## src/rtl/gpu_sched_pkg.sv

```systemverilog
// Shared command encoding, field positions and issue-FSM state type
// for the GPU command scheduler.
package gpu_sched_pkg;

    localparam int unsigned CMD_W  = 8;
    localparam int unsigned OP_W   = 2;
    localparam int unsigned XY_W   = 3;
    localparam int unsigned OP_LSB = 6;
    localparam int unsigned X_LSB  = 3;
    localparam int unsigned Y_LSB  = 0;

    localparam logic [OP_W-1:0] OP_NOP   = 2'b00;
    localparam logic [OP_W-1:0] OP_SET   = 2'b01;
    localparam logic [OP_W-1:0] OP_CLR   = 2'b10;
    localparam logic [OP_W-1:0] OP_CLEAR = 2'b11;

    typedef struct packed {
        logic [OP_W-1:0] op;
        logic [XY_W-1:0] x;
        logic [XY_W-1:0] y;
    } cmd_t;

    typedef enum logic [1:0] {
        ST_IDLE  = 2'd0,
        ST_ISSUE = 2'd1,
        ST_WAIT  = 2'd2
    } state_t;

    // Split a raw host command byte into its fields.
    function automatic cmd_t unpack_cmd(input logic [CMD_W-1:0] raw);
        cmd_t c;
        c.op = raw[OP_LSB +: OP_W];
        c.x  = raw[X_LSB +: XY_W];
        c.y  = raw[Y_LSB +: XY_W];
        return c;
    endfunction

endpackage

```

## src/rtl/gpu_cmd_scheduler_if.sv

```systemverilog
// Requester handshakes, graphics-processor issue bus and host status
// for the GPU command scheduler.
interface gpu_cmd_scheduler_if #(
    parameter int unsigned DEPTH = 4
) ();
    import gpu_sched_pkg::*;

    localparam int unsigned LVL_W = $clog2(DEPTH) + 1;

    logic             req0_valid;
    logic [CMD_W-1:0] req0_cmd;
    logic             req0_ready;
    logic             req1_valid;
    logic [CMD_W-1:0] req1_cmd;
    logic             req1_ready;
    logic             frame_start;
    logic [OP_W-1:0]  gpu_command;
    logic [XY_W-1:0]  gpu_x;
    logic [XY_W-1:0]  gpu_y;
    logic             gpu_valid;
    logic             busy;
    logic [LVL_W-1:0] fifo_level;

    modport master (
        output req0_valid, req0_cmd, req1_valid, req1_cmd, frame_start,
        input  req0_ready, req1_ready, gpu_command, gpu_x, gpu_y, gpu_valid,
               busy, fifo_level
    );

    modport slave (
        input  req0_valid, req0_cmd, req1_valid, req1_cmd, frame_start,
        output req0_ready, req1_ready, gpu_command, gpu_x, gpu_y, gpu_valid,
               busy, fifo_level
    );

endinterface

```

## src/rtl/cmd_fifo.sv

```systemverilog
// Synchronous command FIFO; pointers wrap naturally since DEPTH is a power of 2.
module cmd_fifo
    import gpu_sched_pkg::*;
#(
    parameter int unsigned DEPTH = 4
) (
    input  logic                     clk,
    input  logic                     rst,
    input  logic                     push,
    input  logic                     pop,
    input  cmd_t                     wdata,
    output cmd_t                     rdata,
    output logic                     full,
    output logic                     empty,
    output logic [$clog2(DEPTH):0]   level
);

    localparam int unsigned AW = $clog2(DEPTH);
    localparam int unsigned LW = AW + 1;

    cmd_t          mem [DEPTH];
    logic [AW-1:0] wr_ptr;
    logic [AW-1:0] rd_ptr;
    logic          do_push;
    logic          do_pop;

    assign full    = (level == LW'(DEPTH));
    assign empty   = (level == '0);
    assign do_push = push && !full;
    assign do_pop  = pop && !empty;
    assign rdata   = mem[rd_ptr];

    always_ff @(posedge clk or posedge rst) begin
        if (rst) begin
            wr_ptr <= '0;
            rd_ptr <= '0;
            level  <= '0;
        end else begin
            if (do_push) wr_ptr <= wr_ptr + AW'(1);
            if (do_pop)  rd_ptr <= rd_ptr + AW'(1);
            case ({do_push, do_pop})
                2'b10:   level <= level + LW'(1);
                2'b01:   level <= level - LW'(1);
                default: level <= level;
            endcase
        end
    end

    // Storage carries no reset; validity is tracked by the pointers.
    always_ff @(posedge clk) begin
        if (do_push) mem[wr_ptr] <= wdata;
    end

endmodule

```

## src/rtl/gpu_cmd_scheduler.sv

```systemverilog
// Round-robin arbitration of two command sources into a FIFO, and an
// issue FSM that strobes one command at a time followed by its busy window.
module gpu_cmd_scheduler
    import gpu_sched_pkg::*;
#(
    parameter int unsigned DEPTH        = 4,
    parameter int unsigned PIXEL_CYCLES = 1,
    parameter int unsigned CLEAR_CYCLES = 64
) (
    input  logic                 clk,
    input  logic                 rst,
    gpu_cmd_scheduler_if.slave   bus
);

    localparam int unsigned CNT_MAX = (CLEAR_CYCLES > PIXEL_CYCLES) ? CLEAR_CYCLES : PIXEL_CYCLES;
    localparam int unsigned CNT_W   = (CNT_MAX > 1) ? $clog2(CNT_MAX) : 1;
    localparam int unsigned LVL_W   = $clog2(DEPTH) + 1;

    logic             rr;
    logic             ready0;
    logic             ready1;
    logic             grant0;
    logic             grant1;
    cmd_t             win_cmd;
    logic             push;
    logic             pop;
    logic             full;
    logic             empty;
    logic [LVL_W-1:0] level;
    cmd_t             head;

    state_t           state;
    state_t           state_d;
    logic [CNT_W-1:0] cnt;
    logic [CNT_W-1:0] cnt_d;
    logic             valid_d;
    cmd_t             cur;

    // Ready terms look only at the other requester's valid, never their own.
    assign ready0  = !full && (!bus.req1_valid || !rr);
    assign ready1  = !full && (!bus.req0_valid ||  rr);
    assign grant0  = bus.req0_valid && ready0;
    assign grant1  = bus.req1_valid && ready1;
    assign win_cmd = grant0 ? unpack_cmd(bus.req0_cmd) : unpack_cmd(bus.req1_cmd);
    assign push    = (grant0 || grant1) && (win_cmd.op != OP_NOP);

    always_ff @(posedge clk or posedge rst) begin
        if (rst)         rr <= 1'b0;
        else if (grant0) rr <= 1'b1;
        else if (grant1) rr <= 1'b0;
    end

    cmd_fifo #(.DEPTH(DEPTH)) u_fifo (
        .clk   (clk),
        .rst   (rst),
        .push  (push),
        .pop   (pop),
        .wdata (win_cmd),
        .rdata (head),
        .full  (full),
        .empty (empty),
        .level (level)
    );

    always_ff @(posedge clk or posedge rst) begin
        if (rst) begin
            state         <= ST_IDLE;
            cnt           <= '0;
            cur           <= '0;
            bus.gpu_valid <= 1'b0;
        end else begin
            state         <= state_d;
            cnt           <= cnt_d;
            bus.gpu_valid <= valid_d;
            if (pop) cur <= head;
        end
    end

    // frame_start only blocks the launch decision; a running window ignores it.
    always_comb begin
        state_d = state;
        cnt_d   = cnt;
        pop     = 1'b0;
        valid_d = 1'b0;
        case (state)
            ST_IDLE: begin
                if (!empty && !bus.frame_start) begin
                    pop     = 1'b1;
                    valid_d = 1'b1;
                    state_d = ST_ISSUE;
                end
            end
            ST_ISSUE: begin
                state_d = ST_WAIT;
                case (cur.op)
                    OP_CLEAR:       cnt_d = CNT_W'(CLEAR_CYCLES - 1);
                    OP_SET, OP_CLR: cnt_d = CNT_W'(PIXEL_CYCLES - 1);
                    default:        cnt_d = CNT_W'(PIXEL_CYCLES - 1);
                endcase
            end
            ST_WAIT: begin
                if (cnt == '0) state_d = ST_IDLE;
                else           cnt_d   = cnt - CNT_W'(1);
            end
            default: state_d = ST_IDLE;
        endcase
    end

    assign bus.req0_ready  = ready0;
    assign bus.req1_ready  = ready1;
    assign bus.gpu_command = cur.op;
    assign bus.gpu_x       = cur.x;
    assign bus.gpu_y       = cur.y;
    assign bus.fifo_level  = level;
    assign bus.busy        = (state != ST_IDLE) || (level != '0);

endmodule

```

## src/flat_wrapper.sv

```systemverilog
// flat-port wrapper written by rule: the top's interface ports become plain ports
module gpu_cmd_scheduler_flat import gpu_sched_pkg::*;
#(
    parameter int unsigned DEPTH        = 4,
    parameter int unsigned PIXEL_CYCLES = 1,
    parameter int unsigned CLEAR_CYCLES = 64
)
  (clk, rst, bus_req0_valid, bus_req0_cmd, bus_req1_valid, bus_req1_cmd, bus_frame_start, bus_req0_ready, bus_req1_ready, bus_gpu_command, bus_gpu_x, bus_gpu_y, bus_gpu_valid, bus_busy, bus_fifo_level);
  gpu_cmd_scheduler_if #(.DEPTH(DEPTH)) bus_i ();
  input  logic clk;
  input  logic rst;
  input wire logic [$bits(bus_i.req0_valid)-1:0] bus_req0_valid;
  input wire logic [$bits(bus_i.req0_cmd)-1:0] bus_req0_cmd;
  input wire logic [$bits(bus_i.req1_valid)-1:0] bus_req1_valid;
  input wire logic [$bits(bus_i.req1_cmd)-1:0] bus_req1_cmd;
  input wire logic [$bits(bus_i.frame_start)-1:0] bus_frame_start;
  output wire logic [$bits(bus_i.req0_ready)-1:0] bus_req0_ready;
  output wire logic [$bits(bus_i.req1_ready)-1:0] bus_req1_ready;
  output wire logic [$bits(bus_i.gpu_command)-1:0] bus_gpu_command;
  output wire logic [$bits(bus_i.gpu_x)-1:0] bus_gpu_x;
  output wire logic [$bits(bus_i.gpu_y)-1:0] bus_gpu_y;
  output wire logic [$bits(bus_i.gpu_valid)-1:0] bus_gpu_valid;
  output wire logic [$bits(bus_i.busy)-1:0] bus_busy;
  output wire logic [$bits(bus_i.fifo_level)-1:0] bus_fifo_level;
  assign bus_i.req0_valid = bus_req0_valid;
  assign bus_i.req0_cmd = bus_req0_cmd;
  assign bus_i.req1_valid = bus_req1_valid;
  assign bus_i.req1_cmd = bus_req1_cmd;
  assign bus_i.frame_start = bus_frame_start;
  assign bus_req0_ready = bus_i.req0_ready;
  assign bus_req1_ready = bus_i.req1_ready;
  assign bus_gpu_command = bus_i.gpu_command;
  assign bus_gpu_x = bus_i.gpu_x;
  assign bus_gpu_y = bus_i.gpu_y;
  assign bus_gpu_valid = bus_i.gpu_valid;
  assign bus_busy = bus_i.busy;
  assign bus_fifo_level = bus_i.fifo_level;
  gpu_cmd_scheduler #(.DEPTH(DEPTH), .PIXEL_CYCLES(PIXEL_CYCLES), .CLEAR_CYCLES(CLEAR_CYCLES)) u_core (.clk(clk), .rst(rst), .bus(bus_i));
endmodule
```

## config.mk

```make
export PLATFORM = sky130hd
export DESIGN_NAME = gpu_cmd_scheduler_flat
export DESIGN_NICKNAME = d
export VERILOG_FILES = /design/src/rtl/gpu_sched_pkg.sv /design/src/rtl/gpu_cmd_scheduler_if.sv /design/src/rtl/cmd_fifo.sv /design/src/rtl/gpu_cmd_scheduler.sv /design/src/flat_wrapper.sv
export SDC_FILE = /design/constraint.sdc
export NUM_CORES = 1
export LEC_CHECK = 0
export CORE_AREA = 2 2 74 76
export DETAILED_ROUTE_END_ITERATION = 10
export DIE_AREA = 0 0 76 78
export PLACE_DENSITY = 0.82
export SLEW_MARGIN = 5
export SYNTH_ARGS = -nofsm -noshare
export SYNTH_HDL_FRONTEND = slang
export SYNTH_HIERARCHICAL = 1
export SYNTH_SLANG_ARGS = --single-unit
```

## constraint.sdc

```tcl
create_clock -name clk -period 3.3 [get_ports clk]
set_clock_uncertainty 0.1 [all_clocks]
set_input_delay 0.66 -clock clk [delete_from_list [all_inputs] [get_ports clk]]
set_output_delay 0.66 -clock clk [all_outputs]
set_load 0.05 [all_outputs]
```

### Yosys cells after proc, flatten, opt, wreduce, memory -nomap -nowiden

Memory sizes are Yosys's and may differ from the RTL's. A register that Yosys moved wholly into a read port is not among the register bits.
Index checks and enable logic that the tools add are counted.

* flip-flop bits (word level): 17
* latch bits: 0
* memory bits (writable): 32
* ROM bits: 0
* input port bits: 21
* output and inout port bits: 15
* word-level logic and storage cells: 65
* memories kept: 1

Memories
* u_core.u_fifo.mem: depth 4, width 8, read ports 1, clocked after memory_dff 1, wr ports 1, line cmd_fifo.sv:21 `cmd_t mem [DEPTH];`

* $add $sub $neg: 5
* $mul: 0
* divide/modulo/power cells: 0
* magnitude comparators: 0
* equality and inequality tests: 9
* shifts and indexed selects: 0
* mux-type cells: 14
* bitwise gates (word level): 0
* reduce and logical (&&, ||, !) cells: 29

Operators with widths (count)
* $mux 6: 2
* $pmux 6 s2: 1
* $reduce_bool 2->1: 5
* $logic_and 1x1->1: 8
* $mux 8: 1
* $eq 2x2->1 const B: 3
* $logic_not 1->1: 6
* $logic_not 6->1: 1
* $mux 1: 6
* $pmux 2 s3: 1
* $pmux 3 s2: 1
* $sub 6x1->6 const B: 1
* $add 2x1->2 const B: 2
* $eq 2x1->1 const B: 2
* $logic_or 1x1->1: 4
* $mux 2: 2
* $ne 2x1->1 const B: 2
* $reduce_and 2->1: 2
* $add 3x1->3 const B: 1
* $eq 3x3->1 const B: 1
* $logic_not 3->1: 1
* $reduce_bool 3->1: 1
* $sub 3x1->3 const B: 1
* $logic_not 2->1: 1
* $ne 2x2->1 const B: 1

### Longest topological paths before layout

* depth in word-level cells: 10
* mapped depth: 12
* gate-level depth less buffers: 12

### By module

The synthesis kept the hierarchy.

By module, submodules not included
* cmd_fifo: times used 1, cells each 80, area an instance 1596.5 µm², sequential area each 1136.1 µm²
* gpu_cmd_scheduler: times used 1, cells each 103, area an instance 1061.0 µm², sequential area each 450.4 µm²

### Worst setup path after synthesis

No wires, ideal clock.

* kind: flip-flop to flip-flop
* start: register u_core.u_fifo.level[0]
* end: register u_core.u_fifo.level[2]
* setup time: 0.083 ns
* data arrival time: 3.204 ns
* required time: 3.117 ns
* path slack: -0.086 ns
* cell stages (with the launch flop): 13
* path buffers: 0
* clock period less this slack: 3.386 ns
* cells stage by stage: dfrtp_1 -> nor3b_4 -> a21oi_1 -> nand3_1 -> o311a_1 -> nor2b_4 -> inv_1 -> ha_1 -> inv_1 -> fa_1 -> xor2_1 -> nor2_1 -> xor2_1

* longest elaborated chain between the ends: 10
* elaborated cells on any way between the ends: 23
* classes of those cells: add/sub: 2; eq/ne: 3; mux: 4; reduce/logical: 14

RTL lines
* start: declaration: line cmd_fifo.sv:15 `output logic [$clog2(DEPTH):0] level`
* start signal: assignment: line cmd_fifo.sv:42 `2'b10: level <= level + LW'(1);`
* start signal: assignment: line cmd_fifo.sv:43 `2'b01: level <= level - LW'(1);`
* start signal: assignment: line cmd_fifo.sv:44 `default: level <= level;`
* $eq 3x3->1 (*): line cmd_fifo.sv:27 `assign full = (level == LW'(DEPTH));`
* net u_core.full: line gpu_cmd_scheduler.sv:27 `logic full;`
* $logic_not 1->1 (*): line gpu_cmd_scheduler.sv:40 `assign ready0 = !full && (!bus.req1_valid || !rr);`
* $logic_and 1x1->1 (*): line gpu_cmd_scheduler.sv:40
* net bus_req0_ready: line flat_wrapper.sv:17 `output wire logic [$bits(bus_i.req0_ready)-1:0] bus_req0_ready;`
* $logic_and 1x1->1 (*): line gpu_cmd_scheduler.sv:42 `assign grant0 = bus.req0_valid && ready0;`
* $mux 8: line gpu_cmd_scheduler.sv:44 `assign win_cmd = grant0 ? unpack_cmd(bus.req0_cmd) : unpack_cmd(bus.req1_cmd);`
* $reduce_bool 2->1: line gpu_cmd_scheduler.sv:45 `assign push = (grant0 || grant1) && (win_cmd.op != OP_NOP);`
* $logic_and 1x1->1 (*): line gpu_cmd_scheduler.sv:45
* net u_core.push: line gpu_cmd_scheduler.sv:25 `logic push;`
* $logic_and 1x1->1 (*): line cmd_fifo.sv:29 `assign do_push = push && !full;`
* $eq 2x1->1 / $eq 2x2->1 (equally long branches): line cmd_fifo.sv:41 `case ({do_push, do_pop})`
* $pmux 3 s2 / $reduce_bool 2->1 (equally long branches)

Mark *: on every way through the listed nets, which the timed path passes. The rest lies on a longest branch.
A chain may end at the register's enable or synchronous reset.

### Worst setup path in the final report

* start: register u_core.u_fifo.level[0]
* end: register u_core.u_fifo.level[2]

* longest elaborated chain between the ends: 10
* elaborated cells on any way between the ends: 23
* classes of those cells: add/sub: 2; eq/ne: 3; mux: 4; reduce/logical: 14

RTL lines (line)
* $eq 3x3->1 (*): cmd_fifo.sv:27
* net u_core.full: gpu_cmd_scheduler.sv:27
* $logic_not 1->1 (*): gpu_cmd_scheduler.sv:40, gpu_cmd_scheduler.sv:41
* $logic_and 1x1->1: gpu_cmd_scheduler.sv:40
* $logic_and 1x1->1: gpu_cmd_scheduler.sv:42
* $mux 8: gpu_cmd_scheduler.sv:44
* $reduce_bool 2->1: gpu_cmd_scheduler.sv:45
* $logic_and 1x1->1 (*): gpu_cmd_scheduler.sv:45
* net u_core.push: gpu_cmd_scheduler.sv:25
* $logic_and 1x1->1 (*): cmd_fifo.sv:29
* $eq 2x1->1 / $eq 2x2->1 (equally long branches): cmd_fifo.sv:41
* $pmux 3 s2 / $reduce_bool 2->1 (equally long branches)

Marks and branches as above.

==> results.md <==
- In the finished design, the share of the clock period the worst path needs comes to 0.8421.
- TritonCTS created 9 clock buffers.
- The post-detailed-routing wire length is 4.616 mm.
- The number of cells on the worst reg-to-reg path is 12.
- The critical path ends at u_core/u_fifo/level[2].
- The number of antenna violations at the first check in global routing came to 0.
- The number of hold violations in the final report is 0.
- Headroom to the max-slew limit came out at 0.5373.
- For this run, the top clock speed supported by timing is 359.9 MHz.
- The clock insertion delay at the later pin of the skew report is 330 ps.
- The die outline area is 0.005928 sq mm.
- Setup repair after global routing left no endpoint under its margin.
- The arrival time of data at the critical path endpoint is 2930 ps.
- The type of destination of the critical path is a register.
- In this run the register-to-register setup slack is 520 ps.
- The vias after detailed routing is 1,585.
- The die is 76 um wide.
- The smallest clock period supported by the final layout is computed as 2779 ps.
- For this configuration, the core starts out at a cell density of 0.5270.
- Counting flops and latches in the post-synthesis netlist gives 57.
- The mean instance size in the synthesized netlist is 14.52 sq um.
- The number of DRC violations after detailed-routing iteration 0 is 59.
- The cell area that synthesis handed to floorplanning was 0.002658 sq mm.
- After synthesis, the netlist uses 40 different library cells.
- The flow ran to the end, and the final reports show no timing, DRC or antenna violations.
- The routed wire length per instance is 15.44 um.
- At the pin with the least slew margin, the transition time is 693.3 ps.
- TritonCTS built the clock tree.
- Of the total synthesized cell area, the portion taken by XOR and XNOR cells is 0.02307.
- The critical path data required time is 3450 ps.
- The share of the synthesized area in compound gates (AO/OA/AOI/OAI) is 0.05273.
- After routing the design area is 0.003273 sq mm.
- Summed over all failing endpoints, the final setup total negative slack is 0 ps.
- The die height is 78 um.
- Along the worst hold path, the cell count comes to 1.
- The number of nets at the end of the flow is 253.
- The design draws 3385 uW.
- Of the total synthesized cell area, the portion taken by AND, OR, NAND and NOR gates is 0.1088.
- The origin of the worst setup path is u_core/u_fifo/level[0].
- The number of nets handed over by synthesis was 212.
- After technology mapping, the gate count stands at 183.
- For this run, the slowest stage of the critical path takes 480 ps.
- The remaining global-route overflow is 0.
- The critical setup path kind is register to register.
- By area, the combinational part of the netlist is dominated by multiplexers.
- The number of top-level design ports is 36.
- The number of I/O port buffers is 35.
- In the final layout, the multi-input gates occupy 998.5 sq um.
- The number of max-cap violations is 0.
- In the routed layout, each cell is associated on average with a via count of 5.301.
- The master cell of the clock root buffer is clkbuf_8.
- The number of global-route vias before repair is 1,639.
- The number of rows in the core area is 26.
- In this run the worst path has a maximum fanout of 7.
- The final antenna diode count is 0.
- Of the cells placed in the final design, the portion with a size suffix greater than 1 is 0.2358.
- The class of the tightest hold or removal check is register to register.
- The number of setup buffers added after CTS is 0.
- The post-route antenna net violation count is 0.
- The H-tree was split into 3 levels.
- The routability congestion estimate from global placement is 0.9047.
- Of the post-synthesis cell area, the part taken by muxes is 0.1492.
- The number of max-slew violations in the final report was 0.
- The number of setup violations in the final report is 0.
- The endpoint identified for the worst register-to-register timing path is u_core/u_fifo/level[2].
- From synthesis to final layout, the design area changed by 23.16%.
- Hold repair after CTS inserted 0 buffers.
- The number of gates resized after CTS was 0.
- STA classifies the critical path startpoint as a register.
- The placed instance area is 0.003070 sq mm.
- The reported leakage power is 0.001246 uW.
- The clock drives 57 sinks.
- The wire-length estimate of the detail-placed layout is 3.336 mm.
- The startpoint identified for the worst register-to-register timing path is u_core/u_fifo/level[0].
- The detailed-router iteration count before antenna repair is 4.
- The sequential share of the synthesized area is 0.5970.
- The first global-routing pass estimated 8.017 mm of wire.
- The total of warnings raised by yosys is 6.
- The total global routing track utilization is 0.1801.
- The peak supply drop is 0.4961 mV.
- The highest-delay cell along the critical path is dfrtp_1.
- Registers take 0.001587 sq mm.
- For this run, design rule violations remaining after detail routing come to 0.
- Of the total synthesized cell area, the portion taken by full adders, half adders and majority gates is 0.04049.
- The post-CTS clock slew at the launch and capture registers of the worst setup and hold paths is 70 ps.
- The pin count of the biggest net entering global routing is 19.
- The filler cells instantiated in the layout total 370.
- No sink is reached through more buffers than the 2 on the longest clock path.
- The total power divided by cell area is 1034 mW/mm^2.
- The signal on the critical path passes through nor3b_4 -> a21oi_2 -> and2_1 -> o311a_1 -> nor2b_4 -> inv_1 -> ha_1 -> inv_1 -> fa_1 -> xor2_1 -> nor2_1 -> xor2_1.
- The minimum hold slack is 406.6 ps.
- The placeable core region is 0.005042 sq mm.
[cells by family after synthesis]
family	count (synthesis)
flops	57
simple gates	45
mux	27
compound gates	21
buf+inv	18
fa+ha+maj	8
xor+xnor	7
[state kept, by name, summed over array words and instances, names as in the netlist]
name	count
u_core/u_fifo/mem	32
u_core/cnt	6
u_core/bus.gpu_x	3
u_core/bus.gpu_y	3
u_core/u_fifo/level	3
u_core/bus.gpu_command	2
u_core/state	2
u_core/u_fifo/rd_ptr	2
u_core/u_fifo/wr_ptr	2
u_core/bus.gpu_valid	1
u_core/rr	1
[worst min-delay path by stage]
stage | startpoint | end | slack (ps)
4_1_cts | u_core/bus.gpu_y[0] | u_core/bus.gpu_y[0] | 410
3_5_place_dp | u_core/bus.gpu_x[2] | u_core/bus.gpu_x[2] | 400
2_1_floorplan | rst | u_core/u_fifo/level[0] | 360
3_3_place_gp | u_core/bus.gpu_x[1] | u_core/bus.gpu_x[1] | 390
5_1_grt | u_core/bus.gpu_y[0] | u_core/bus.gpu_y[0] | 430
6_report | u_core/bus.gpu_x[2] | u_core/bus.gpu_x[2] | 410
[cell usage after synthesis (all sizes together)]
| cell type | number | share of area |
|---|---|---|
| edfxtp | 32 | 0.36 |
| dfrtp | 25 | 0.24 |
| mux2 | 18 | 0.078 |
| inv | 12 | 0.017 |
| mux4 | 8 | 0.068 |
| nor2b | 8 | 0.022 |
| ha | 7 | 0.033 |
| nor2 | 7 | 0.0099 |
| nor3 | 7 | 0.013 |
| a21oi | 5 | 0.0094 |
| and2 | 5 | 0.014 |
| nand2 | 5 | 0.0071 |
| o21ai | 5 | 0.0094 |
| clkbuf | 4 | 0.0056 |
| xnor2 | 4 | 0.013 |
| a31oi | 3 | 0.0071 |
| nor4 | 3 | 0.013 |
| xor2 | 3 | 0.0099 |
| a211o | 2 | 0.0066 |
| buf | 2 | 0.0061 |
| nand2b | 2 | 0.0047 |
| o211ai | 2 | 0.0056 |
| or3 | 2 | 0.0066 |
| or4 | 2 | 0.0056 |
| and3 | 1 | 0.0024 |
| fa | 1 | 0.0075 |
| mux2i | 1 | 0.0038 |
| nand3 | 1 | 0.0019 |
| nor3b | 1 | 0.0071 |
| o311a | 1 | 0.0038 |
| o31a | 1 | 0.0038 |
| o31ai | 1 | 0.0028 |
| o41a | 1 | 0.0042 |
| or2 | 1 | 0.0024 |
[report_power, final]
group	internal, uW	switching (uW)
sequential	1050	261
combinational	660	781
clock	379	256
total	2090	1300
[final cells by class]
cell class                      count  area share
Inverter                           12     0.01376
Tap cell                           70     0.02676
Multi-Input combinational cell    108      0.3050
Timing Repair Buffer               36      0.1078
Clock buffer                       15     0.06040
Sequential cell                    57      0.4847
Clock inverter                      1    0.001529
[cell usage in the layout (no fill, tap or decap), types with 2 or more instances in the layout]
cell type,synthesis,final
ha_1,7,7
buf_4,0,3
dfrtp_1,25,25
clkdlybuf4s50_1,0,33
a21oi_1,5,4
nor4_1,2,2
mux2_2,17,17
clkbuf_8,0,12
a31oi_1,3,3
or4_1,2,2
inv_1,12,12
and2_2,4,4
a211o_1,2,2
mux4_2,8,8
nand2_1,5,5
nor3_1,7,7
o21ai_0,5,5
xnor2_1,4,4
nor2_1,7,7
nor2b_1,7,7
o211ai_1,2,2
edfxtp_1,32,32
nand2b_1,2,2
xor2_1,3,3
clkbuf_1,4,2
[critical path, delay by kind of cell (launching register included)]
| family | cells | cell delay (ps) |
|---|---|---|
| AO/OA/AOI/OAI | 2 | 380 |
| XOR/XNOR | 2 | 290 |
| adder cells (fa/ha/maj) | 2 | 540 |
| buffers and inverters | 2 | 130 |
| flip-flops | 1 | 480 |
| AND/OR/NAND/NOR | 4 | 790 |
[routing by layer]
layer	routed length, um	global-route usage
met5	0	0
met4	93	0.08364
met3	192	0.05000
met2	2286	0.3000
met1	2043	0.2198
[stage by stage]
stage,setup slack (ps),cells,utilization
3_5_place_dp,192.1,283,0.6089
6_report,521.2,299,0.6491
5_1_grt,274.6,299,0.6491
4_1_cts,504.5,299,0.6491
3_3_place_gp,256.5,283,0.6089
2_1_floorplan,213.5,183,-
Note: power is estimated with default switching activity, not from simulation.
